### config.mk
export PLATFORM = sky130hd
export DESIGN_NAME = control_sequencer_flat
export DESIGN_NICKNAME = d
export VERILOG_FILES = /design/src/rtl/control_sequencer_if.sv /design/src/rtl/control_sequencer.sv /design/src/flat_wrapper.sv
export SDC_FILE = /design/constraint.sdc
export NUM_CORES = 1
export LEC_CHECK = 0
export CAP_MARGIN = 30
export CORE_ASPECT_RATIO = 0.9
export CORE_MARGIN = 3
export CORE_UTILIZATION = 26
export DETAILED_ROUTE_END_ITERATION = 10
export DONT_BUFFER_PORTS = 1
export PLACE_DENSITY = 0.51
export SLEW_MARGIN = 10
export SYNTH_ARGS = -nofsm -noshare
export SYNTH_HDL_FRONTEND = slang
export SYNTH_SLANG_ARGS = --single-unit
### constraint.sdc
create_clock -name Clock -period 2.25 [get_ports Clock]
set_input_delay 0.225 -clock Clock [delete_from_list [all_inputs] [get_ports Clock]]
set_output_delay 0.225 -clock Clock [all_outputs]
set_load 0.01 [all_outputs]
### src/rtl/control_sequencer_if.sv
// Control bundle between the sequencer and the single-bus datapath.
// master: sequencer side (takes opcode/CON_FF/Stop, drives every strobe).
// slave : datapath side (drives opcode/CON_FF/Stop, receives every strobe).
interface control_sequencer_if #(
  parameter int unsigned STATE_W = 5
);
  // Datapath status into the sequencer.
  logic [4:0]         opcode;
  logic               CON_FF;
  logic               Stop;
  // Bus drivers.
  logic               PCout, ZLowout, ZHighout, MDRout, HIout, LOout;
  logic               Cout, BAout, InPortOut, Rout;
  // Register loads.
  logic               PCin, IncPC, MARin, MDRin, IRin, Yin, ZLowIn, ZHighIn;
  logic               HIin, LOin, CONin, Rin, OutPortIn;
  // Register-field selects and memory strobes.
  logic               GRA, GRB, GRC;
  logic               Read, RAMin;
  // Status.
  logic               Run;
  logic [STATE_W-1:0] Present_state;

  modport master (
    input  opcode, CON_FF, Stop,
    output PCout, ZLowout, ZHighout, MDRout, HIout, LOout, Cout, BAout, InPortOut, Rout,
    output PCin, IncPC, MARin, MDRin, IRin, Yin, ZLowIn, ZHighIn, HIin, LOin, CONin, Rin,
    output OutPortIn, GRA, GRB, GRC, Read, RAMin, Run, Present_state
  );

  modport slave (
    output opcode, CON_FF, Stop,
    input  PCout, ZLowout, ZHighout, MDRout, HIout, LOout, Cout, BAout, InPortOut, Rout,
    input  PCin, IncPC, MARin, MDRin, IRin, Yin, ZLowIn, ZHighIn, HIin, LOin, CONin, Rin,
    input  OutPortIn, GRA, GRB, GRC, Read, RAMin, Run, Present_state
  );
endinterface

### src/rtl/control_sequencer.sv
// Moore control unit sequencing the single-bus datapath through fetch (T0-T2)
// and per-class execute steps, one state per clock.
// Ports: Clock, Clear (sync active-high reset), ctrl (control_sequencer_if.master:
// opcode/CON_FF/Stop in; bus drivers, register loads, selects, memory strobes,
// Run and Present_state out).
// Strobes are registered from the next state, so they line up exactly with the
// state they belong to; only branch PCin in T6 is gated live by CON_FF.
module control_sequencer #(
  parameter int unsigned STATE_W       = 5,
  parameter bit          HALT_ON_UNDEF = 1'b0
) (
  input  logic                 Clock,
  input  logic                 Clear,
  control_sequencer_if.master  ctrl
);

  localparam int unsigned OPC_W = 5;

  localparam logic [OPC_W-1:0] OP_LD   = 5'b00000, OP_LDI  = 5'b00001, OP_ST   = 5'b00010;
  localparam logic [OPC_W-1:0] OP_ADD  = 5'b00011, OP_SUB  = 5'b00100, OP_AND  = 5'b00101;
  localparam logic [OPC_W-1:0] OP_OR   = 5'b00110, OP_ADDI = 5'b01100, OP_ANDI = 5'b01101;
  localparam logic [OPC_W-1:0] OP_ORI  = 5'b01110, OP_MUL  = 5'b01111, OP_DIV  = 5'b10000;
  localparam logic [OPC_W-1:0] OP_BRX  = 5'b10010, OP_JR   = 5'b10011, OP_IN   = 5'b10101;
  localparam logic [OPC_W-1:0] OP_OUT  = 5'b10110, OP_MFHI = 5'b10111, OP_MFLO = 5'b11000;
  localparam logic [OPC_W-1:0] OP_NOP  = 5'b11001, OP_HALT = 5'b11010;

  // Execute states are shared where classes assert identical strobes; the
  // held IR opcode steers the split afterwards.
  typedef enum logic [STATE_W-1:0] {
    S_RESET, S_T0, S_T1, S_T2, S_HALT,
    S_RB_Y,   // GRB Rout Yin         (ALU reg / ALU imm T3)
    S_RC_Z,   // GRC Rout ZLowIn      (ALU reg T4)
    S_BA_Y,   // GRB BAout Yin        (ldi / ld / st T3)
    S_C_Z,    // Cout ZLowIn          (imm / ldi / ld / st T4)
    S_WB,     // ZLowout GRA Rin      (ALU / imm / ldi T5)
    S_Z_MAR,  // ZLowout MARin        (ld / st T5)
    S_LD6, S_LD7, S_ST6, S_ST7,
    S_MD3, S_MD4, S_MD5, S_MD6,
    S_BR3, S_BR4, S_BR5, S_BR6,
    S_JR3, S_IN3, S_OUT3, S_MFHI3, S_MFLO3
  } state_t;

  typedef struct packed {
    logic pcout, zlowout, zhighout, mdrout, hiout, loout, cout, baout, inportout, rout;
    logic pcin, incpc, marin, mdrin, irin, yin, zlowin, zhighin, hiin, loin, conin, rin;
    logic outportin, gra, grb, grc, read, ramin, run;
    logic br_gate;  // branch T6: PCin follows CON_FF
  } ctrl_t;

  state_t state_q, state_d;
  ctrl_t  ctrl_q;

  // Strobe decode for a given state.
  function automatic ctrl_t decode(input state_t s);
    ctrl_t c;
    c     = '0;
    c.run = (s != S_RESET) && (s != S_HALT);
    case (s)
      S_T0:    begin c.pcout = 1'b1; c.marin = 1'b1; c.incpc = 1'b1; c.zlowin = 1'b1; end
      S_T1:    begin c.zlowout = 1'b1; c.pcin = 1'b1; c.read = 1'b1; c.mdrin = 1'b1; end
      S_T2:    begin c.mdrout = 1'b1; c.irin = 1'b1; end
      S_RB_Y:  begin c.grb = 1'b1; c.rout = 1'b1; c.yin = 1'b1; end
      S_RC_Z:  begin c.grc = 1'b1; c.rout = 1'b1; c.zlowin = 1'b1; end
      S_BA_Y:  begin c.grb = 1'b1; c.baout = 1'b1; c.yin = 1'b1; end
      S_C_Z:   begin c.cout = 1'b1; c.zlowin = 1'b1; end
      S_WB:    begin c.zlowout = 1'b1; c.gra = 1'b1; c.rin = 1'b1; end
      S_Z_MAR: begin c.zlowout = 1'b1; c.marin = 1'b1; end
      S_LD6:   begin c.read = 1'b1; c.mdrin = 1'b1; end
      S_LD7:   begin c.mdrout = 1'b1; c.gra = 1'b1; c.rin = 1'b1; end
      S_ST6:   begin c.gra = 1'b1; c.rout = 1'b1; c.mdrin = 1'b1; end
      S_ST7:   begin c.ramin = 1'b1; end
      S_MD3:   begin c.gra = 1'b1; c.rout = 1'b1; c.yin = 1'b1; end
      S_MD4:   begin c.grb = 1'b1; c.rout = 1'b1; c.zlowin = 1'b1; c.zhighin = 1'b1; end
      S_MD5:   begin c.zlowout = 1'b1; c.loin = 1'b1; end
      S_MD6:   begin c.zhighout = 1'b1; c.hiin = 1'b1; end
      S_BR3:   begin c.gra = 1'b1; c.rout = 1'b1; c.conin = 1'b1; end
      S_BR4:   begin c.pcout = 1'b1; c.yin = 1'b1; end
      S_BR5:   begin c.cout = 1'b1; c.zlowin = 1'b1; end
      S_BR6:   begin c.zlowout = 1'b1; c.br_gate = 1'b1; end
      S_JR3:   begin c.gra = 1'b1; c.rout = 1'b1; c.pcin = 1'b1; end
      S_IN3:   begin c.inportout = 1'b1; c.gra = 1'b1; c.rin = 1'b1; end
      S_OUT3:  begin c.gra = 1'b1; c.rout = 1'b1; c.outportin = 1'b1; end
      S_MFHI3: begin c.hiout = 1'b1; c.gra = 1'b1; c.rin = 1'b1; end
      S_MFLO3: begin c.loout = 1'b1; c.gra = 1'b1; c.rin = 1'b1; end
      default: ;
    endcase
    return c;
  endfunction

  // Next-state: fetch, class dispatch at T2, boundary checks Stop.
  always_comb begin
    state_d = state_q;
    case (state_q)
      S_RESET: state_d = S_T0;
      S_T0:    state_d = S_T1;
      S_T1:    state_d = S_T2;
      S_T2: begin
        case (ctrl.opcode)
          OP_ADD, OP_SUB, OP_AND, OP_OR,
          OP_ADDI, OP_ANDI, OP_ORI:    state_d = S_RB_Y;
          OP_LDI, OP_LD, OP_ST:        state_d = S_BA_Y;
          OP_MUL, OP_DIV:              state_d = S_MD3;
          OP_BRX:                      state_d = S_BR3;
          OP_JR:                       state_d = S_JR3;
          OP_IN:                       state_d = S_IN3;
          OP_OUT:                      state_d = S_OUT3;
          OP_MFHI:                     state_d = S_MFHI3;
          OP_MFLO:                     state_d = S_MFLO3;
          OP_NOP:                      state_d = S_T0;
          OP_HALT:                     state_d = S_HALT;
          default:                     state_d = HALT_ON_UNDEF ? S_HALT : S_T0;
        endcase
      end
      S_RB_Y:  state_d = (ctrl.opcode inside {OP_ADD, OP_SUB, OP_AND, OP_OR}) ? S_RC_Z : S_C_Z;
      S_RC_Z:  state_d = S_WB;
      S_BA_Y:  state_d = S_C_Z;
      S_C_Z:   state_d = (ctrl.opcode inside {OP_LD, OP_ST}) ? S_Z_MAR : S_WB;
      S_Z_MAR: state_d = (ctrl.opcode == OP_LD) ? S_LD6 : S_ST6;
      S_LD6:   state_d = S_LD7;
      S_ST6:   state_d = S_ST7;
      S_MD3:   state_d = S_MD4;
      S_MD4:   state_d = S_MD5;
      S_MD5:   state_d = S_MD6;
      S_BR3:   state_d = S_BR4;
      S_BR4:   state_d = S_BR5;
      S_BR5:   state_d = S_BR6;
      S_WB, S_LD7, S_ST7, S_MD6, S_BR6,
      S_JR3, S_IN3, S_OUT3, S_MFHI3, S_MFLO3:
               state_d = ctrl.Stop ? S_HALT : S_T0;
      S_HALT:  state_d = S_HALT;
      default: state_d = S_RESET;
    endcase
  end

  // State and strobe registers; Clear overrides everything, including Stop.
  always_ff @(posedge Clock) begin
    if (Clear) begin
      state_q <= S_RESET;
      ctrl_q  <= '0;
    end else begin
      state_q <= state_d;
      ctrl_q  <= decode(state_d);
    end
  end

  assign ctrl.PCout         = ctrl_q.pcout;
  assign ctrl.ZLowout       = ctrl_q.zlowout;
  assign ctrl.ZHighout      = ctrl_q.zhighout;
  assign ctrl.MDRout        = ctrl_q.mdrout;
  assign ctrl.HIout         = ctrl_q.hiout;
  assign ctrl.LOout         = ctrl_q.loout;
  assign ctrl.Cout          = ctrl_q.cout;
  assign ctrl.BAout         = ctrl_q.baout;
  assign ctrl.InPortOut     = ctrl_q.inportout;
  assign ctrl.Rout          = ctrl_q.rout;
  assign ctrl.PCin          = ctrl_q.pcin | (ctrl_q.br_gate & ctrl.CON_FF);
  assign ctrl.IncPC         = ctrl_q.incpc;
  assign ctrl.MARin         = ctrl_q.marin;
  assign ctrl.MDRin         = ctrl_q.mdrin;
  assign ctrl.IRin          = ctrl_q.irin;
  assign ctrl.Yin           = ctrl_q.yin;
  assign ctrl.ZLowIn        = ctrl_q.zlowin;
  assign ctrl.ZHighIn       = ctrl_q.zhighin;
  assign ctrl.HIin          = ctrl_q.hiin;
  assign ctrl.LOin          = ctrl_q.loin;
  assign ctrl.CONin         = ctrl_q.conin;
  assign ctrl.Rin           = ctrl_q.rin;
  assign ctrl.OutPortIn     = ctrl_q.outportin;
  assign ctrl.GRA           = ctrl_q.gra;
  assign ctrl.GRB           = ctrl_q.grb;
  assign ctrl.GRC           = ctrl_q.grc;
  assign ctrl.Read          = ctrl_q.read;
  assign ctrl.RAMin         = ctrl_q.ramin;
  assign ctrl.Run           = ctrl_q.run;
  assign ctrl.Present_state = state_q;

endmodule

### src/flat_wrapper.sv
// flat-port wrapper written by rule: the top's interface ports become plain ports
module control_sequencer_flat 
#(
  parameter int unsigned STATE_W       = 5,
  parameter bit          HALT_ON_UNDEF = 1'b0
)
  (Clock, Clear, ctrl_opcode, ctrl_CON_FF, ctrl_Stop, ctrl_PCout, ctrl_ZLowout, ctrl_ZHighout, ctrl_MDRout, ctrl_HIout, ctrl_LOout, ctrl_Cout, ctrl_BAout, ctrl_InPortOut, ctrl_Rout, ctrl_PCin, ctrl_IncPC, ctrl_MARin, ctrl_MDRin, ctrl_IRin, ctrl_Yin, ctrl_ZLowIn, ctrl_ZHighIn, ctrl_HIin, ctrl_LOin, ctrl_CONin, ctrl_Rin, ctrl_OutPortIn, ctrl_GRA, ctrl_GRB, ctrl_GRC, ctrl_Read, ctrl_RAMin, ctrl_Run, ctrl_Present_state);
  control_sequencer_if #(.STATE_W(STATE_W)) ctrl_i ();
  input  logic Clock;
  input  logic Clear;
  input wire logic [$bits(ctrl_i.opcode)-1:0] ctrl_opcode;
  input wire logic [$bits(ctrl_i.CON_FF)-1:0] ctrl_CON_FF;
  input wire logic [$bits(ctrl_i.Stop)-1:0] ctrl_Stop;
  output wire logic [$bits(ctrl_i.PCout)-1:0] ctrl_PCout;
  output wire logic [$bits(ctrl_i.ZLowout)-1:0] ctrl_ZLowout;
  output wire logic [$bits(ctrl_i.ZHighout)-1:0] ctrl_ZHighout;
  output wire logic [$bits(ctrl_i.MDRout)-1:0] ctrl_MDRout;
  output wire logic [$bits(ctrl_i.HIout)-1:0] ctrl_HIout;
  output wire logic [$bits(ctrl_i.LOout)-1:0] ctrl_LOout;
  output wire logic [$bits(ctrl_i.Cout)-1:0] ctrl_Cout;
  output wire logic [$bits(ctrl_i.BAout)-1:0] ctrl_BAout;
  output wire logic [$bits(ctrl_i.InPortOut)-1:0] ctrl_InPortOut;
  output wire logic [$bits(ctrl_i.Rout)-1:0] ctrl_Rout;
  output wire logic [$bits(ctrl_i.PCin)-1:0] ctrl_PCin;
  output wire logic [$bits(ctrl_i.IncPC)-1:0] ctrl_IncPC;
  output wire logic [$bits(ctrl_i.MARin)-1:0] ctrl_MARin;
  output wire logic [$bits(ctrl_i.MDRin)-1:0] ctrl_MDRin;
  output wire logic [$bits(ctrl_i.IRin)-1:0] ctrl_IRin;
  output wire logic [$bits(ctrl_i.Yin)-1:0] ctrl_Yin;
  output wire logic [$bits(ctrl_i.ZLowIn)-1:0] ctrl_ZLowIn;
  output wire logic [$bits(ctrl_i.ZHighIn)-1:0] ctrl_ZHighIn;
  output wire logic [$bits(ctrl_i.HIin)-1:0] ctrl_HIin;
  output wire logic [$bits(ctrl_i.LOin)-1:0] ctrl_LOin;
  output wire logic [$bits(ctrl_i.CONin)-1:0] ctrl_CONin;
  output wire logic [$bits(ctrl_i.Rin)-1:0] ctrl_Rin;
  output wire logic [$bits(ctrl_i.OutPortIn)-1:0] ctrl_OutPortIn;
  output wire logic [$bits(ctrl_i.GRA)-1:0] ctrl_GRA;
  output wire logic [$bits(ctrl_i.GRB)-1:0] ctrl_GRB;
  output wire logic [$bits(ctrl_i.GRC)-1:0] ctrl_GRC;
  output wire logic [$bits(ctrl_i.Read)-1:0] ctrl_Read;
  output wire logic [$bits(ctrl_i.RAMin)-1:0] ctrl_RAMin;
  output wire logic [$bits(ctrl_i.Run)-1:0] ctrl_Run;
  output wire logic [$bits(ctrl_i.Present_state)-1:0] ctrl_Present_state;
  assign ctrl_i.opcode = ctrl_opcode;
  assign ctrl_i.CON_FF = ctrl_CON_FF;
  assign ctrl_i.Stop = ctrl_Stop;
  assign ctrl_PCout = ctrl_i.PCout;
  assign ctrl_ZLowout = ctrl_i.ZLowout;
  assign ctrl_ZHighout = ctrl_i.ZHighout;
  assign ctrl_MDRout = ctrl_i.MDRout;
  assign ctrl_HIout = ctrl_i.HIout;
  assign ctrl_LOout = ctrl_i.LOout;
  assign ctrl_Cout = ctrl_i.Cout;
  assign ctrl_BAout = ctrl_i.BAout;
  assign ctrl_InPortOut = ctrl_i.InPortOut;
  assign ctrl_Rout = ctrl_i.Rout;
  assign ctrl_PCin = ctrl_i.PCin;
  assign ctrl_IncPC = ctrl_i.IncPC;
  assign ctrl_MARin = ctrl_i.MARin;
  assign ctrl_MDRin = ctrl_i.MDRin;
  assign ctrl_IRin = ctrl_i.IRin;
  assign ctrl_Yin = ctrl_i.Yin;
  assign ctrl_ZLowIn = ctrl_i.ZLowIn;
  assign ctrl_ZHighIn = ctrl_i.ZHighIn;
  assign ctrl_HIin = ctrl_i.HIin;
  assign ctrl_LOin = ctrl_i.LOin;
  assign ctrl_CONin = ctrl_i.CONin;
  assign ctrl_Rin = ctrl_i.Rin;
  assign ctrl_OutPortIn = ctrl_i.OutPortIn;
  assign ctrl_GRA = ctrl_i.GRA;
  assign ctrl_GRB = ctrl_i.GRB;
  assign ctrl_GRC = ctrl_i.GRC;
  assign ctrl_Read = ctrl_i.Read;
  assign ctrl_RAMin = ctrl_i.RAMin;
  assign ctrl_Run = ctrl_i.Run;
  assign ctrl_Present_state = ctrl_i.Present_state;
  control_sequencer #(.STATE_W(STATE_W), .HALT_ON_UNDEF(HALT_ON_UNDEF)) u_core (.Clock(Clock), .Clear(Clear), .ctrl(ctrl_i));
endmodule
==> impl_results.md, run 1 <==
* Run status: completed
* Final Hold Violating Endpoints at 0
* Async SR Flop Fraction at 0
* Top Usage Layer GRT: met1
* GRT Resource Usage Total at 0.129
* Area grow syn2layout at 28.6%
* Switching Fraction at 0.295
* Critical path's largest stage delay at 0.43 ns
* DRT antenna net count at 0
* Clk_lat worst skew at 0.28 ns
* Startpoint Class: register
* Netlist cell types at 67
* Num ports at 43
* Yosys warnings at 0
* Syn_area_per_cell at just over 8 µm²
* Top cell type's share of synthesized area at 0.350
* Pwr dens at 600 nW/µm²
* Top cell by count, worst path: buf_4
* Flops & latches, synth at 34
* Crit path DAT at 2.33 ns
* Post-synth top flop: dfxtp_1
* Syn Inst Count at 235
* RSZ-0062 raised after global routing: true
* CTS buffer count at 5
* CTS tree: built
* Largest net degree at the start of global routing at 17
* Grt met2 use at 0.183
* CP Capture Type: register
* Seq pwr share at 0.452
* Met3 Use GR at 0.0478
* DR WL/cell at between 10 and 15 µm
* Clk slew on worst S/H paths at 0.06 ns
* Root buffer cell: clkbuf_8
* Pleak at around 0.97 nW
* Drt drc at 0
* CP max-delay cell: or3b_2
* Clock Skews at 0.00428 ns
* Critical Path RT at 2.41 ns
* Row count at 29
* Crit Path Category: register to register
* Layout cells sized above 1 at 0.318
* Clk pwr share at 0.270
* Period utilization at 0.962
* IR drop worst, VDD at 243 µV
* HP Class: primary input to register
* P_int at roughly 1.1 mW
* Slew Limit Headroom at 0.707
* Via density per instance at just over 5
* Area contributors post-synth: dfxtp_1, nor2_1, ha_1
* Commonest non-fill, non-tap cell in the layout: buf_4
* Min Tclk post-route at approximately 2.2 ns
* Die H at 88.0 µm
* Max cap viols at 0
* Number of global-route vias before repair at 1755
* Total grt overflow at 0
* Total Wirelength at 5.55 mm
* Via count at 1883
* Pre-antenna DRT Iters at 4
* PortBufs at 0
* Max Clk Rate at 0.462 GHz
* Final nets at between 200 and 300
* Most frequent cells in the layout: buf_4, nor2_1, dfxtp_1, nand2_1, a21oi_1
* Synthesized area at 1940 µm²
* Final slew viol count at 0
* Final setup margin at approximately 0.086 ns
* Seq/Total Area, Yosys at 0.350
* H-tree depth at 2
* Initial antenna violation count at 0
* Max Buffers Root-to-Sink at 2
* Final Setup Violations at 0
* CP Max Fanout at 9
* Post-DP HPWL at 4.12 mm
* Filler cells at 748
* Post-synth EDFFs at 0
* First-pass GRT wire length at approximately 9 mm
* Crit-path cells: buf_4 -> or3b_2 -> a21oi_1 -> o21a_1 -> a211oi_2 -> buf_4 -> and2_1 -> a22oi_1 -> o22ai_1
* Initial Utilization at 0.272
* Die X at around 97 µm
* Max reg flops at 5
* Syn nets at 249
* Post-synth top area cell: dfxtp_1
* N_diodes at 0
* Actual slew at the worst max-slew pin at 0.435 ns
* Die area at 8550 µm²
* Starting DRT DRC Count at 126
* Buf/Inv on CP at 2
* RePlAce Congestion at about 0.94
* Tot Pwr at 1.50 mW
* Core ar. at 7150 µm²
* Logic pwr share at 0.278
* Sink Count at 34
* Global-route met1 utilization at 0.187
* Placement Setup Slack at -0.160 ns
* CP top delay family: compound AO/OA/AOI/OAI gates
* Switch Pwr at 442 µW
-- per-stage QoR --
stage          hold slack [ns]  TNS (ns)   util  std cells  cell area (µm²)
2_1_floorplan            0.529         0      -        235             1940
3_3_place_gp             0.295    -0.561  0.324        358             2320
3_5_place_dp             0.296     -2.26  0.324        358             2320
4_1_cts               0.000400         0  0.338        366             2420
5_1_grt                0.00503   -0.0603  0.350        370             2500
6_report                0.0220         0  0.350        370             2500
-- cell usage after synthesis, drive strengths merged (2+ instances only) --
cell / n
nand2b: 4
inv: 8
a22oi: 5
nand2: 16
o22ai: 3
a21boi: 2
nand3b: 4
or3: 4
nor2b: 4
a31oi: 6
a21oi: 10
o311ai: 2
o21ai: 8
clkbuf: 5
o2111ai: 2
ha: 5
nor4b: 4
buf: 15
o211ai: 5
or2: 2
dfxtp: 34
o221ai: 2
nor3: 8
and2: 5
and3: 3
nor4: 3
nor2: 32
nand3: 7
-- metal layers --
layer | routed length (µm) | vias to the layer above | part of all wire
met1 | 2720 | 891 | 0.49
met5 | 0 | - | 0
li1 | - | 938 | -
met3 | 405 | 4 | 0.073
met2 | 2390 | 50 | 0.43
met4 | 37 | 0 | 0.0067
-- logic make-up (layout without fill, tap and decap cells) --
kind of cell    after synthesis  in the layout  share of synthesized area
flops                        34             34                      0.350
compound gates               57             57                      0.212
buf+inv                      28             70                     0.0772
simple gates                107            107                      0.309
mux                           2              2                     0.0109
xor+xnor                      2              2                    0.00901
fa+ha+maj                     5              5                     0.0322
-- path summary, 6_finish.rpt --
path / cells after the start / endpoint / from / slack, ns
hold / removal: 1 / u_core.ctrl.Rin / Clear / 0.02
setup reg to reg: 9 / u_core.ctrl.ZLowIn / u_core.ctrl.Present_state[1] / 0.09
hold reg to reg: 3 / u_core.ctrl.MDRout / u_core.ctrl.Present_state[1] / 0.76
setup / recovery: 9 / u_core.ctrl.ZLowIn / u_core.ctrl.Present_state[1] / 0.09
-- worst register-to-register path, cell delays in order, from the launching register on --
cell	delay (ns)
dfxtp_2	0.37
buf_4	0.15
or3b_2	0.43
a21oi_1	0.18
o21a_1	0.16
a211oi_2	0.05
buf_4	0.18
and2_1	0.20
a22oi_1	0.21
o22ai_1	0.11
-- final cells by class --
class / count / area, µm² / area share
clock buffer: 7 / 76.3 / 0.0305
inverter: 8 / 30.0 / 0.0120
multi-input combinational: 173 / 1170 / 0.469
sequential: 34 / 686 / 0.274
tap: 93 / 116 / 0.0465
timing repair buffer: 55 / 418 / 0.167
-- power groups by stage --
stage,sequential (mW),combinational [mW],clock (mW)
2_1_floorplan,0.679,0.245,0
3_3_place_gp,0.691,0.381,0
3_5_place_dp,0.690,0.383,0
4_1_cts,0.678,0.394,0.420
5_1_grt,0.683,0.461,0.448
6_report,0.678,0.417,0.404
-- repair_timing --
action / in CTS / in global routing
pin swaps: 0 / 3
gates resized for setup: 7 / 12
endpoints found under the hold margin: 5 / 2
hold buffers: 1 / 1
endpoints found under the setup margin: 5 / 23
setup buffers: 0 / 3
Power figures use the tool's default switching activity.
==> run 2: changes to the inputs <==
- PLACE_DENSITY: 0.51 -> 0.4
==> impl_results.md, run 2 (synthesis results as in run 1) <==
* Final slew viol count at 0 (unchanged)
* Post-DP HPWL at 4.13 mm (+0.35%)
* RePlAce Congestion at 0.816 (-13%)
* RR Endpoint: u_core.ctrl.MDRin
* DR WL/cell at 15.4 µm (+2.4%)
* Worst reg2reg path depth at 9 (unchanged)
* Final setup margin at 0.143 ns (+0.0572 ns)
* Clk_lat worst skew at 0.29 ns (about the same)
* Clk slew on worst S/H paths at 0.06 ns (about the same)
* CP Capture Type: register
* Area grow syn2layout at 30.6%
* Reg2reg start: u_core.ctrl.Present_state[1]
* Max Clk Rate at 0.475 GHz (+2.7%)
* N_diodes at 0 (unchanged)
* Critical Path RT at 2.41 ns (about the same)
* CTS buffer count at 5 (unchanged)
* Core ar. at 7150 µm² (unchanged)
* Placement Setup Slack at -0.229 ns (-0.0691 ns)
* Layout cells sized above 1 at 0.327 (+0.00958)
* Most frequent cells in the layout: buf_4, dfxtp_1, nor2_1, nand2_1, a21oi_1
* Pleak at 0.979 nW (+0.53%)
* Final Hold Violating Endpoints at 0 (unchanged)
* DRT antenna net count at 0 (unchanged)
* Sink Count at 34 (unchanged)
* Die X at 97.2 µm (unchanged)
* Total grt overflow at 0 (unchanged)
* Drt drc at 0 (unchanged)
* Min Tclk post-route at 2.11 ns (-0.0572 ns)
* Num ports at 43 (unchanged)
* Pre-antenna DRT Iters at 4 (unchanged)
* Worst setup path endpoint: u_core.ctrl.MDRin
* CP Max Fanout at 11 (+2)
* Root buffer cell: clkbuf_8
* Row count at 29 (unchanged)
* Final Setup Violations at 0 (unchanged)
* Crit path launch: ctrl_opcode[0]
* H-tree depth at 2 (unchanged)
* CTS tree: built
* Starting DRT DRC Count at 183 (+45%)
* Initial antenna violation count at 0 (unchanged)
* Die area at 8550 µm² (unchanged)
* First-pass GRT wire length at 8.96 mm (-0.38%)
* Max Buffers Root-to-Sink at 2 (unchanged)
* GRT Resource Usage Total at 0.132 (+0.00351)
* Total Wirelength at 5.65 mm (+1.9%)
* Commonest non-fill, non-tap cell in the layout: buf_4
* Setup TNS Final at 0 ns (unchanged)
* RSZ-0062 raised after global routing: false
* IR drop worst, VDD at 241 µV (-0.94%)
* Dpl cells at 354 (-1.1%)
* Crit Path Category: primary input to register
* Clock Skews at 0.0113 ns (+0.00701 ns)
* Slew Limit Headroom at 0.642 (-0.0656)
* Via count at 1826 (-3.0%)
* Die H at 88.0 µm (unchanged)
* Pwr dens at 642 nW/µm² (+7.1%)
* Cell Count, Final, Fillers Out at 368 (-0.54%)
* Post-layout util at 0.355 (+0.00543)
* Final nets at 288 (-1.0%)
* PortBufs at 0 (unchanged)
* Actual slew at the worst max-slew pin at 0.536 ns (+0.101 ns)
* Largest net degree at the start of global routing at 17 (unchanged)
* Run status: completed
* Crit path DAT at 2.27 ns (-0.06 ns)
* Number of global-route vias before repair at 1742 (-0.74%)
* Startpoint Class: primary input
* R2R Setup Slk at 0.15 ns (+0.06 ns)
* Initial Utilization at 0.272 (unchanged)
* Max reg flops at 5 (unchanged)
* Max cap viols at 0 (unchanged)
* HP Class: primary input to register
* Period utilization at 0.936 (-0.0254)
* Via density per instance at 4.96 (-2.5%)
run 2: changes by cell type in the layout (fill, tap and decap cells not counted), sizes merged:
cell and change:
buf -4, clkbuf +1, dlygate4sd3 +1
run 2: what timing repair did:
item	4_1_cts	5_1_grt
setup endpoints to repair	7	25
hold buffers	2	1
setup buffers	1	2
pin swaps	1	6
endpoints found under the hold margin	6	3
gates resized for setup	5	19
run 2: area by class of cell:
type / instances / area, µm²
Clock buffer: 8 / 110
Fill cell: 764 / 4610
Inverter: 8 / 30.0
Multi-Input combinational cell: 173 / 1190
Sequential cell: 34 / 686
Tap cell: 93 / 116
Timing Repair Buffer: 52 / 410
run 2: power by group:
part / leakage (nW) / total [mW] / internal, mW / switching (mW)
Combinational: 0.643 / 0.437 / 0.212 / 0.224
Sequential: 0.278 / 0.671 / 0.638 / 0.0331
Clock: 0.0575 / 0.523 / 0.309 / 0.214
Total: 0.979 / 1.63 / 1.16 / 0.472
run 2: worst min-delay path by stage:
| stage | startpoint | end | slack (ns) | depth (start not counted) |
|---|---|---|---|---|
| floorplan | u_core.ctrl.BAout | ctrl_BAout | 0.53 | 0 |
| global placement | Clear | u_core.ctrl.MDRout | 0.30 | 1 |
| detailed placement | Clear | u_core.ctrl.MDRout | 0.29 | 1 |
| CTS | Clear | u_core.ctrl.GRB | 0.0003 | 1 |
| global route | Clear | u_core.ctrl.Run | 0.001 | 1 |
| finish | Clear | u_core.ctrl.Run | 0.008 | 1 |
run 2: metal layers:
layer	vias up	share of wire	GRT usage
met5	-	0	0
met4	0	0.013	0.0510
met3	7	0.076	0.0462
met2	58	0.40	0.180
met1	836	0.51	0.189
li1	925	-	-
run 2: critical path, stage by stage:
cell and delay, ns:
inv_1 0.03, buf_4 0.13, ha_1 0.26, nor4b_2 0.23
nor4_1 0.09, buf_4 0.16, o31a_1 0.23, o22ai_1 0.17
buf_4 0.23, and2b_2 0.27, a32oi_1 0.19, nor3_2 0.06
run 2: stage by stage:
stage	hold WS [ns]	area, µm²	power [mW]
CTS	0.000347	2450	1.62
global route	0.00104	2540	1.73
floorplan	0.529	1940	0.924
detailed placement	0.294	2300	1.07
finish	0.00782	2540	1.63
global placement	0.296	2300	1.08
==> run 3: changes to the inputs <==
- PLACE_DENSITY: 0.4 -> default
- PLACE_DENSITY_LB_ADDON: default -> 0.3
==> impl_results.md, run 3 (synthesis results as in run 1) <==
* Run status: completed
* Layout cells sized above 1 at 0.331 (+0.00366)
* RSZ-0062 raised after global routing: true
* Number of global-route vias before repair at 1741 (-0.057%)
* GRT Resource Usage Total at 0.125 (-0.00731)
* Worst reg2reg path depth at 9 (unchanged)
* Pwr dens at 607 nW/µm² (-5.5%)
* Critical Path RT at 2.43 ns (+0.02 ns)
* RePlAce Congestion at 0.881 (+7.9%)
* Die H at 88.0 µm (unchanged)
* Most frequent cells in the layout: buf_4, dfxtp_1, nor2_1, nand2_1, a21oi_1
* Endpoint, Worst Hold: u_core.ctrl.Present_state[3]
* Clk_lat worst skew at 0.28 ns (about the same)
* CTS tree: built
* Crit path DAT at 2.35 ns (+0.08 ns)
* CP Capture Type: register
* Clk slew on worst S/H paths at 0.07 ns (about the same)
* Slew Limit Headroom at 0.629 (-0.0131)
* Hold depth at 1 (unchanged)
* Max Buffers Root-to-Sink at 2 (unchanged)
* Root buffer cell: clkbuf_8
* CTS buffer count at 5 (unchanged)
* PortBufs at 0 (unchanged)
* Initial Utilization at 0.272 (unchanged)
* Clock Skews at 0.00676 ns (-0.00453 ns)
* Final Cell Area at 2570 µm² (+1.3%)
* Commonest non-fill, non-tap cell in the layout: buf_4
* Max cap viols at 0 (unchanged)
* Placement Setup Slack at -0.251 ns (-0.0219 ns)
* Initial antenna violation count at 0 (unchanged)
* DR WL/cell at 14.9 µm (-2.8%)
* Die area at 8550 µm² (unchanged)
* Num ports at 43 (unchanged)
* Total Wirelength at 5.54 mm (-2.0%)
* DRT antenna net count at 0 (unchanged)
* Final Hold Violating Endpoints at 0 (unchanged)
* H-tree depth at 2 (unchanged)
* First-pass GRT wire length at 8.72 mm (-2.7%)
* CP Max Fanout at 9 (-2)
* Period utilization at 0.965 (+0.0282)
* Core ar. at 7150 µm² (unchanged)
* N_diodes at 0 (unchanged)
* R2R Setup Slk at 0.08 ns (-0.07 ns)
* Final slew viol count at 0 (unchanged)
* IR drop worst, VDD at 331 µV (+37%)
* Sink Count at 34 (unchanged)
* Post-place instance area at 2340 µm² (+2.0%)
* FF+latch area at 687 µm² (+0.18%)
* Final Setup Violations at 0 (unchanged)
* Largest net degree at the start of global routing at 17 (unchanged)
* Max Clk Rate at 0.461 GHz (-2.9%)
* Startpoint Class: register
* RR Endpoint: u_core.ctrl.Yin
* Hold slack final at 0.0105 ns (+0.00264 ns)
* Final setup margin at 0.0797 ns (-0.0635 ns)
* Starting DRT DRC Count at 99 (-46%)
* Filler cells at 723 (-5.4%)
* Worst hold start: Clear
* Reg2reg start: u_core.ctrl.Present_state[3]
* Via count at 1834 (+0.44%)
* Final nets at 291 (+1.0%)
* Pre-antenna DRT Iters at 4 (unchanged)
* Die X at 97.2 µm (unchanged)
* Actual slew at the worst max-slew pin at 0.551 ns (+0.0155 ns)
* HP Class: primary input to register
* Multi-input logic area at 1210 µm² (+2.3%)
* Row count at 29 (unchanged)
* Post-DP HPWL at 4.06 mm (-1.7%)
* Pleak at 0.997 nW (+1.9%)
* Via density per instance at 4.94 (-0.37%)
* Area grow syn2layout at 32.3%
* Total grt overflow at 0 (unchanged)
* Crit Path Category: register to register
* Drt drc at 0 (unchanged)
* Max reg flops at 5 (unchanged)
* Min Tclk post-route at 2.17 ns (+0.0635 ns)
## run 3: cell types whose count changed in the layout (fill, tap and decap cells not counted), moves of 2 or more
cell / before / now
buf_4: 48 / 51
clkbuf_8: 8 / 6
dfxtp_2: 4 / 2
nor2_1: 27 / 30
nor2_2: 4 / 2
nor3_1: 7 / 5
nor3_2: 1 / 3
## run 3: timing repair
action                                  in CTS  in global routing
endpoints found under the setup margin      16                 27
resized for setup                            9                 17
setup buffers                                0                  1
hold endpoints to repair                     4                  5
hold buffers                                 1                  1
pin swaps                                    1                  1
## run 3: final cells by class
type / count / share of cell area
multi-input combinational: 173 / 0.472
sequential: 34 / 0.267
timing repair buffer: 55 / 0.169
tap: 93 / 0.0452
clock buffer: 7 / 0.0336
inverter: 8 / 0.0117
clock inverter: 1 / 0.00195
## run 3: how the worst max path moves through the flow
stage,start,endpoint,slack [ns],cells after the start
finish,u_core.ctrl.Present_state[3],u_core.ctrl.Yin,0.08,9
global route,u_core.ctrl.Present_state[3],u_core.ctrl.Yin,-0.03,9
CTS,u_core.ctrl.Present_state[3],u_core.ctrl.Yin,0.01,8
detailed placement,ctrl_opcode[0],u_core.ctrl.Yin,-0.25,10
global placement,ctrl_opcode[0],u_core.ctrl.Yin,-0.25,10
floorplan,ctrl_opcode[0],u_core.ctrl.MARin,0.06,10
## run 3: critical path, stage by stage (launching register included)
cell       delay (ns)
dfxtp_4          0.37
buf_4            0.17
nor4b_2          0.26
a21oi_1          0.07
o22a_1           0.18
and3_2           0.27
buf_4            0.17
nor2_2           0.13
nand2_1          0.11
a2111oi_4        0.32
## run 3: power by group
part,leakage [nW],internal (mW),switching [mW]
clock,0.0482,0.246,0.203
combinational,0.671,0.215,0.226
sequential,0.278,0.637,0.0342
## run 3: through the flow
| stage | cells | total power [mW] | utilization | TNS (ns) |
|---|---|---|---|---|
| 2_1_floorplan | 235 | 0.924 | - | 0 |
| 3_3_place_gp | 360 | 1.09 | 0.328 | -2.25 |
| 3_5_place_dp | 360 | 1.09 | 0.328 | -2.48 |
| 4_1_cts | 369 | 1.55 | 0.346 | 0 |
| 5_1_grt | 371 | 1.65 | 0.360 | -0.0997 |
| 6_report | 371 | 1.56 | 0.360 | 0 |
## run 3: per-layer routing
layer,vias up,global-route usage,wire length [µm],part of all wire
li1,932,-,-,-
met1,860,0.169,2770,0.50
met2,36,0.192,2370,0.43
met3,6,0.0478,360,0.065
met4,0,0.0230,35,0.0063
met5,-,0,0,0
